--- config.mk ---
export PLATFORM = sky130hd
export DESIGN_NAME = nrisc_regbank
export DESIGN_NICKNAME = d
export VERILOG_FILES = /design/src/rtl/nrisc_pkg.sv /design/src/rtl/nrisc_scoreboard.sv /design/src/rtl/nrisc_regbank.sv
export SDC_FILE = /design/constraint.sdc
export NUM_CORES = 1
export LEC_CHECK = 0
export CORE_ASPECT_RATIO = 1.1
export CORE_UTILIZATION = 50
export CTS_CLUSTER_DIAMETER = 30
export DETAILED_ROUTE_END_ITERATION = 12
export GPL_ROUTABILITY_DRIVEN = 0
export PLACE_DENSITY = 0.68
export SYNTH_ARGS = -nofsm -noshare
export SYNTH_HDL_FRONTEND = slang
export SYNTH_SLANG_ARGS = --single-unit
--- constraint.sdc ---
create_clock -name clk -period 12.7 [get_ports clk]
set_input_delay 2.54 -clock clk [delete_from_list [all_inputs] [get_ports clk]]
set_output_delay 2.54 -clock clk [all_outputs]
set_load 0.02 [all_outputs]
--- src/rtl/nrisc_pkg.sv ---
// Shared defaults and elaboration-time helpers for the nrisc register bank.
// No logic; constants and a ceil-log2 used to size address and count fields.
package nrisc_pkg;
  localparam int TAM_DEF  = 16;
  localparam int NREG_DEF = 16;

  // Ceil(log2(v)), never below 1 so a one-entry field still has a bit.
  function automatic int clog2(input int v);
    int r;
    r = 1;
    for (int i = 1; i < 31; i++) begin
      if ((1 << i) < v) r = i + 1;
    end
    return r;
  endfunction
endpackage

--- src/rtl/nrisc_scoreboard.sv ---
// Load-pending scoreboard: busy bitmap, population count, per-read-port busy lookup.
// Busy updates take effect one edge after pend_set/wb_en; lookups are combinational.
module nrisc_scoreboard
  import nrisc_pkg::*;
#(
  parameter int NREG    = NREG_DEF,
  parameter int ZERO_R0 = 1,
  parameter int BYPASS  = 1,
  localparam int AW     = clog2(NREG),
  localparam int CW     = clog2(NREG + 1)
) (
  input  logic          clk,
  input  logic          rst,
  input  logic          pend_set,
  input  logic [AW-1:0] pend_addr,
  input  logic          wb_en,
  input  logic [AW-1:0] wb_addr,
  input  logic [AW-1:0] rd1_addr,
  input  logic [AW-1:0] rd2_addr,
  output logic          rd1_busy,
  output logic          rd2_busy,
  output logic [CW-1:0] pend_cnt
);
  logic [NREG-1:0] busy_q, busy_d;
  logic [CW-1:0]   pend_cnt_q, pend_cnt_d;
  logic            pend_ok;

  always_comb begin
    pend_ok = pend_set && !((ZERO_R0 != 0) && (pend_addr == '0));
    busy_d  = busy_q;
    if (wb_en)   busy_d[wb_addr]   = 1'b0;
    // A new load issued in the same cycle as the old one returns keeps the register busy.
    if (pend_ok) busy_d[pend_addr] = 1'b1;
    pend_cnt_d = '0;
    for (int i = 0; i < NREG; i++) begin
      pend_cnt_d = pend_cnt_d + CW'(busy_d[i]);
    end
  end

  always_ff @(posedge clk) begin
    if (!rst) begin
      busy_q     <= '0;
      pend_cnt_q <= '0;
    end else begin
      busy_q     <= busy_d;
      pend_cnt_q <= pend_cnt_d;
    end
  end

  assign rd1_busy = ((BYPASS != 0) && wb_en && (wb_addr == rd1_addr)) ? 1'b0 : busy_q[rd1_addr];
  assign rd2_busy = ((BYPASS != 0) && wb_en && (wb_addr == rd2_addr)) ? 1'b0 : busy_q[rd2_addr];
  assign pend_cnt = pend_cnt_q;
endmodule

--- src/rtl/nrisc_regbank.sv ---
// Two-read / two-write register file with optional write forwarding and load scoreboard.
// Reads are zero-latency combinational, writes commit next edge; no backpressure, stall is advisory.
module nrisc_regbank
  import nrisc_pkg::*;
#(
  parameter int TAM                 = TAM_DEF,
  parameter int NREG                = NREG_DEF,
  parameter int ZERO_R0             = 1,
  parameter int BYPASS              = 1,
  parameter logic [TAM-1:0] RST_VAL = '0,
  localparam int AW                 = clog2(NREG),
  localparam int CW                 = clog2(NREG + 1)
) (
  input  logic           clk,
  input  logic           rst,
  input  logic [AW-1:0]  CORE_REG_RF1,
  input  logic [AW-1:0]  CORE_REG_RF2,
  output logic [TAM-1:0] RF1,
  output logic [TAM-1:0] RF2,
  input  logic           wa_en,
  input  logic [AW-1:0]  wa_addr,
  input  logic [TAM-1:0] wa_data,
  input  logic           wb_en,
  input  logic [AW-1:0]  wb_addr,
  input  logic [TAM-1:0] wb_data,
  input  logic           pend_set,
  input  logic [AW-1:0]  pend_addr,
  output logic           RF1_busy,
  output logic           RF2_busy,
  output logic           stall,
  output logic [CW-1:0]  pend_cnt,
  output logic           collision
);
  logic [TAM-1:0] regs_q [NREG];
  logic [TAM-1:0] regs_d [NREG];
  logic           collision_q, collision_d;
  logic           wa_ok, wb_ok;

  always_comb begin
    wa_ok = wa_en && !((ZERO_R0 != 0) && (wa_addr == '0));
    wb_ok = wb_en && !((ZERO_R0 != 0) && (wb_addr == '0));
    regs_d = regs_q;
    if (wa_ok) regs_d[wa_addr] = wa_data;
    if (wb_ok) regs_d[wb_addr] = wb_data;
    collision_d = wa_ok && wb_ok && (wa_addr == wb_addr);
  end

  always_ff @(posedge clk) begin
    if (!rst) begin
      for (int i = 0; i < NREG; i++) regs_q[i] <= RST_VAL;
      collision_q <= 1'b0;
    end else begin
      regs_q      <= regs_d;
      collision_q <= collision_d;
    end
  end

  // Load return (B) is the younger result, so it outranks the ALU write when forwarding.
  function automatic logic [TAM-1:0] rd_mux(input logic [AW-1:0] a);
    if ((ZERO_R0 != 0) && (a == '0))                return '0;
    if ((BYPASS != 0) && wb_ok && (wb_addr == a))   return wb_data;
    if ((BYPASS != 0) && wa_ok && (wa_addr == a))   return wa_data;
    return regs_q[a];
  endfunction

  assign RF1       = rd_mux(CORE_REG_RF1);
  assign RF2       = rd_mux(CORE_REG_RF2);
  assign collision = collision_q;
  assign stall     = RF1_busy | RF2_busy;

  nrisc_scoreboard #(
    .NREG    (NREG),
    .ZERO_R0 (ZERO_R0),
    .BYPASS  (BYPASS)
  ) u_sb (
    .clk       (clk),
    .rst       (rst),
    .pend_set  (pend_set),
    .pend_addr (pend_addr),
    .wb_en     (wb_en),
    .wb_addr   (wb_addr),
    .rd1_addr  (CORE_REG_RF1),
    .rd2_addr  (CORE_REG_RF2),
    .rd1_busy  (RF1_busy),
    .rd2_busy  (RF2_busy),
    .pend_cnt  (pend_cnt)
  );
endmodule

==> Word level (Yosys, flattened, before mapping) <==
Index checks and enable logic that the tools add are counted.
{ "op_classes": {"eq_ne": 5, "mux": 50, "order_cmp": 12, "n_bitwise": 8, "reduce_logical": 23, "add_sub_neg": 15} }
{ "ops": {"columns": ["cell", "count"], "rows": [
  ["bitwise mux 256 bit", 2],
  ["two-way mux 256 bit", 2],
  ["two-way mux 16 bit", 20],
  ["binary-select mux 16 bit (select 4 bit)", 2],
  ["demux 16 bit (select 4 bit)", 2],
  ["adder 5 x 1 -> 5 bit", 14],
  ["equality test 4 bit", 5],
  ["greater-or-equal comparator 5 bit (second input constant)", 4],
  ["logical NOT 4 bit", 5],
  ["less-than comparator 4 x 5 -> 1 bit (second input constant)", 4],
  ["NOT 4 -> 5 bit", 4],
  ["two-way mux 1 bit", 18],
  ["AND 16 bit", 1],
  ["NOT 16 bit", 1],
  ["bitwise OR 16 bit", 1],
  ["logical AND 1 bit", 15],
  ["less-than comparator 5 x 1 -> 1 bit (second input constant)", 2],
  ["binary-select mux 1 bit (select 4 bit)", 2],
  ["demux 1 bit (select 4 bit)", 2],
  ["greater-or-equal comparator 4 x 1 -> 1 bit (second input constant)", 2],
  ["logical NOT 1 bit", 3],
  ["adder 1 x 1 -> 2 bit", 1],
  ["bitwise OR 1 bit", 1]
]} }
{ "totals": {"in_bits": 57, "ff_bits": 278, "output_inout_bits": 41, "elab_cells": 132} }

==> Longest topological paths before layout <==
{ "logic_depth": {"depth_word": 24, "ltp_mapped": 19, "ltp_nobuf": 18} }

==> Modules after synthesis <==
From an unflattened synthesis, not the netlist that was laid out.
{ "hier_totals": {"cells_unflattened": 1915, "area_unflattened_um2": 18183.7} }
{ "modules_own_cells": {"columns": ["module", "instances", "cells_each", "area_per_inst_um2", "seq_area_each_um2"], "rows": [
  ["nrisc_regbank", 1, 1746, 16517.1, 5144.9],
  ["nrisc_scoreboard", 1, 169, 1666.6, 420.4]
]} }

==> Least setup slack after synthesis <==
OpenSTA, ideal clock, no wires.
{ "synth_path": {"path_type": "input -> register", "startpoint": "input wb_addr[0]", "endpoint": "register u_sb.pend_cnt_q[2] (netlist: u_sb.pend_cnt[2])", "arrival_time_ns": 6.795, "setup_time_ns": 0.115, "setup_slack_ns": 5.791, "required_ns": 12.585, "path_buffers": 2, "cell_stages": 15, "path_cell_list": "buf_2 -> nand2b_1 -> or3_1 -> clkbuf_1 -> a22o_1 -> fa_1 -> inv_1 -> fa_1 -> fa_1 -> inv_1 -> fa_1 -> fa_1 -> fa_1 -> xor2_1 -> and2_1"} }
{ "synth_via": {"word_cells_on_any_way": 25, "cone_classes": "add/sub (15); order compare (2); mux (4); bitwise (3); reduce/logical (1)"} }
{ "synth_lines": {"columns": ["element", "line_no", "text"], "rows": [
  ["start: declaration", "nrisc_regbank.sv:24", "input logic [AW-1:0] wb_addr,"],
  ["less-than comparator 4 x 5 -> 1 bit (implied by the code) / greater-or-equal comparator 4 x 1 -> 1 bit (equally long branches)", "nrisc_scoreboard.sv:31", "if (wb_en) busy_d[wb_addr] = 1'b0;"],
  ["logical AND 1 bit (implied by the code)", "nrisc_scoreboard.sv:31", null],
  ["two-way mux 1 bit (implied by the code)", "nrisc_scoreboard.sv:31", null],
  ["demux 1 bit (select 4 bit) (*)", null, null],
  ["NOT 16 bit (no source line) (*)", null, null],
  ["AND 16 bit (no source line) (*)", null, null],
  ["two-way mux 16 bit (*)", "nrisc_scoreboard.sv:31", null],
  ["bitwise OR 16 bit (no source line)", null, null],
  ["two-way mux 16 bit (*)", "nrisc_scoreboard.sv:33", "if (pend_ok) busy_d[pend_addr] = 1'b1;"],
  ["via u_sb.busy_d[8]", "nrisc_scoreboard.sv:24", "logic [NREG-1:0] busy_q, busy_d;"],
  ["adder 5 x 1 -> 5 bit (*) (8 in a row)", "nrisc_scoreboard.sv:36", "pend_cnt_d = pend_cnt_d + CW'(busy_d[i]);"],
  ["end signal: assignment", "nrisc_scoreboard.sv:46", "pend_cnt_q <= pend_cnt_d;"],
  ["end: declaration", "nrisc_scoreboard.sv:25", "logic [CW-1:0] pend_cnt_q, pend_cnt_d;"]
]} }
The timed path passes the listed nets; every way through them passes the cells marked *.
A chain may end at the register's enable or synchronous reset.

==> Worst setup path after layout <==
{ "layout_path": {"startpoint": "input wb_addr[2]", "endpoint": "output RF2[4]"} }
{ "layout_via": {"elab_chain_len": 9, "word_cells_on_any_way": 12, "cone_classes": "eq/ne (1); mux (7); reduce/logical (4)"} }
{ "layout_rtl": {"columns": ["element", "line_no", "text"], "rows": [
  ["logical NOT 4 bit", "nrisc_regbank.sv:41", "wb_ok = wb_en && !((ZERO_R0 != 0) && (wb_addr == '0));"],
  ["logical NOT 1 bit", "nrisc_regbank.sv:41", null],
  ["logical AND 1 bit", "nrisc_regbank.sv:41", null],
  ["logical AND 1 bit (*)", "nrisc_regbank.sv:61", "if ((BYPASS != 0) && wb_ok && (wb_addr == a)) return wb_data;"],
  ["two-way mux 16 bit", "nrisc_regbank.sv:61", null],
  ["two-way mux 16 bit", "nrisc_regbank.sv:62", "if ((BYPASS != 0) && wa_ok && (wa_addr == a)) return wa_data;"],
  ["two-way mux 16 bit", "nrisc_regbank.sv:63", "return regs_q[a];"],
  ["two-way mux 16 bit (*)", "nrisc_regbank.sv:62", null],
  ["two-way mux 16 bit (*)", "nrisc_regbank.sv:61", null],
  ["end: declaration", "nrisc_regbank.sv:19", "output logic [TAM-1:0] RF2,"]
]} }
Every way passes the cells marked *; elsewhere a longest branch is shown, timed or not. The select of a mux whose other input is x is not followed.

==> flow_metrics.env <==
export IMPL_finalSetupTns_ns=0
export IMPL_cp_max_fo=17
export IMPL_max_slew_margin=0.157
export IMPL_grt_use_total=0.362
export IMPL_finalPower_mw=2.84
export IMPL_hold_buffers=0
export IMPL_grt_pass1_vias=16700
export IMPL_ys_flop_type="dfxtp_1"
export IMPL_path_common_cell="clkdlybuf4s50_1"
export IMPL_synth_async_reset_ratio=0
export IMPL_viasPerCell=6.90
export IMPL_overflow=0
export IMPL_cp_slowest_cell="o21ai_2"
export IMPL_antenna_found_initial=3
export IMPL_final_setup_skew_ns=0.0145
export IMPL_ios=98
export IMPL_worstPathCellList="clkdlybuf4s50_1, xnor2_1, nand4_1, o21ai_2, or2_1, o221ai_2, clkdlybuf4s50_1"
export IMPL_yosys_warnings=0
export IMPL_drcViolationCount=0
export IMPL_avgRoutedWirePerCell_um=27.7
export IMPL_rows=73
export IMPL_layout_cells_most_common="nand2_1"
export IMPL_rsz0062_at_grt="no"
export IMPL_cts_root_buf="clkbuf_16"
export IMPL_cts_max_level=2
export IMPL_cts_tree="done"
export IMPL_drt_iter0_markers=2119
export IMPL_critPathKind="input port to output port"
export IMPL_post_route_period_util=0.713
export IMPL_synth_nets=2014
export IMPL_worstSkewPairLatency_ns=0.57
export IMPL_min_path_type="flip-flop to flip-flop"
export IMPL_wirelength_mm=67.4
export IMPL_total_leakage_power_nw=10.6
export IMPL_core_area_um2=36100
export IMPL_hpwl_mm=38.0
export IMPL_clock_sinks=278
export IMPL_worstPathRequired_ns=10.16
export IMPL_syn_to_final_growth_pct=16.1
export IMPL_start_kind="input port"
export IMPL_die_area_um2=37300
export IMPL_hold_viol_final=0
export IMPL_cp_arrival_ns=6.52
export IMPL_avgSynthCellArea_um2=9.40
export IMPL_slew_violations=0
export IMPL_grt_max_degree=134
export IMPL_die_w_um=184
export IMPL_cp_end_kind="output port"
export IMPL_cts_buffers=58
export IMPL_fp_dieH_um=202
export IMPL_post_cts_buffers=0
export IMPL_status="finished, final reports clean"
export IMPL_synth_ff_latch_count=278
export IMPL_clk_path_buf_depth=3
export IMPL_peakVddDrop_v=0.000108
export IMPL_setup_viol_count_final=0
export IMPL_synth_edf_count=0
export IMPL_layout_min_cycle_time_ns=9.06
export IMPL_synthesis_instances=1942
export IMPL_vias=16800
export IMPL_layout_common_cells="322 x nand2_1, 278 x dfxtp_1, 240 x o211a_1"
export IMPL_synth_area_um2=18300
export IMPL_cts_resized=0
export IMPL_fmax_mhz=110
export IMPL_drive_gt1_frac=0.172
export IMPL_r2r_slack_ns=8.28
export IMPL_synth_seq_area_share=0.305
export IMPL_final_nets=1970
export IMPL_path_clk_slew_ns=0.05
export IMPL_first_pass_iters=6
export IMPL_io_buffers=97
export IMPL_slowest_delay_ns=0.97
export IMPL_power_density_nw_per_um2=134
export IMPL_start_util=0.506
export IMPL_worst_pin_slew_ns=1.27
export IMPL_synth_cell_types=52
export IMPL_grt_pass1_wl_mm=100
export IMPL_detail_route_antenna_nets=0
export IMPL_maxCapViolCount=0
## stage by stage
step / hold slack, ns / std cells / util / worst slack [ns] / instance area, um2
2_1_floorplan: 0.443 / 1942 / - / 5.79 / 18300
3_3_place_gp: 0.455 / 2325 / 0.531 / 3.89 / 19200
3_5_place_dp: 0.467 / 2325 / 0.531 / 3.78 / 19200
4_1_cts: 0.482 / 2433 / 0.587 / 3.77 / 21200
5_1_grt: 0.504 / 2433 / 0.587 / 3.61 / 21200
6_report: 0.480 / 2435 / 0.587 / 3.64 / 21200
## cells by family after synthesis
family                   count (synthesis)  share of synthesized area
AO/OA/AOI/OAI                          511                      0.228
XOR/XNOR                                19                    0.00912
adder cells (fa/ha/maj)                 15                     0.0144
buffers and inverters                  274                     0.0652
flip-flops                             278                      0.305
multiplexers                           252                      0.231
AND/OR/NAND/NOR                        593                      0.147
## area by class of cell
type / instances / area (um2)
Clock buffer: 77 / 1640
Inverter: 13 / 48.8
Tap cell: 487 / 609
Sequential cell: 278 / 5570
Timing Repair Buffer: 157 / 1420
Antenna cell: 2 / 5.00
Clock inverter: 31 / 384
Multi-Input combinational cell: 1390 / 11500
Fill cell: 3111 / 14900
## Yosys cell counts, types with 9 or more instances
cell type  count  area share
o221ai_2      10      0.0082
o211a_1      240        0.13
dfxtp_1      278        0.30
and2_1        34       0.012
clkbuf_1     168       0.035
nor2_1        34      0.0070
nor2b_1       12      0.0041
buf_6          9      0.0056
nand3_1      147       0.040
fa_1          10       0.011
buf_1         25      0.0051
o21ai_0      159       0.044
mux4_2       136        0.17
xnor2_1       16      0.0077
mux2i_1      116       0.064
buf_2         51       0.014
nand2_1      323       0.066
a22o_1        31       0.015
a22oi_1       38       0.016
inv_1         13      0.0027
## worst max-delay path, delay by kind of cell
kind | cells | cell delay [ns]
buffers and inverters | 2 | 1.49
XOR/XNOR | 1 | 0.19
AO/OA/AOI/OAI | 2 | 1.26
AND/OR/NAND/NOR | 2 | 1.03
## sequential cells by signal (all words and copies together), names as in the netlist
signal and count:
collision 1, u_sb.busy_q 16, regs_q 256, u_sb.pend_cnt 5
## path summary, 6_finish.rpt
check,start,to,depth (start not counted)
worst max-delay path,wb_addr[2],RF2[4],7
worst min-delay path,regs_q[252]$_SDFF_PN0_,regs_q[252]$_SDFF_PN0_,1
worst max register to register,u_sb.busy_q[0]$_SDFF_PN0_,u_sb.pend_cnt[2]$_SDFF_PN0_,12
worst min register to register,regs_q[252]$_SDFF_PN0_,regs_q[252]$_SDFF_PN0_,1
## where the power goes
group / total [mW] / switching (mW) / internal [mW]
Combinational: 0.348 / 0.212 / 0.136
Sequential: 0.920 / 0.0183 / 0.902
Clock: 1.57 / 0.504 / 1.06
## per-layer routing
metal	global-route usage	routed length, um	part of all wire	vias to the layer above
met4	0.267	5270	0.078	4
met1	0.415	23700	0.35	8215
met3	0.0818	6910	0.10	366
met5	0	20	0.00030	-
met2	0.591	31500	0.47	1086
li1	-	-	-	7136
No activity file was read; power rests on OpenSTA's default activity.
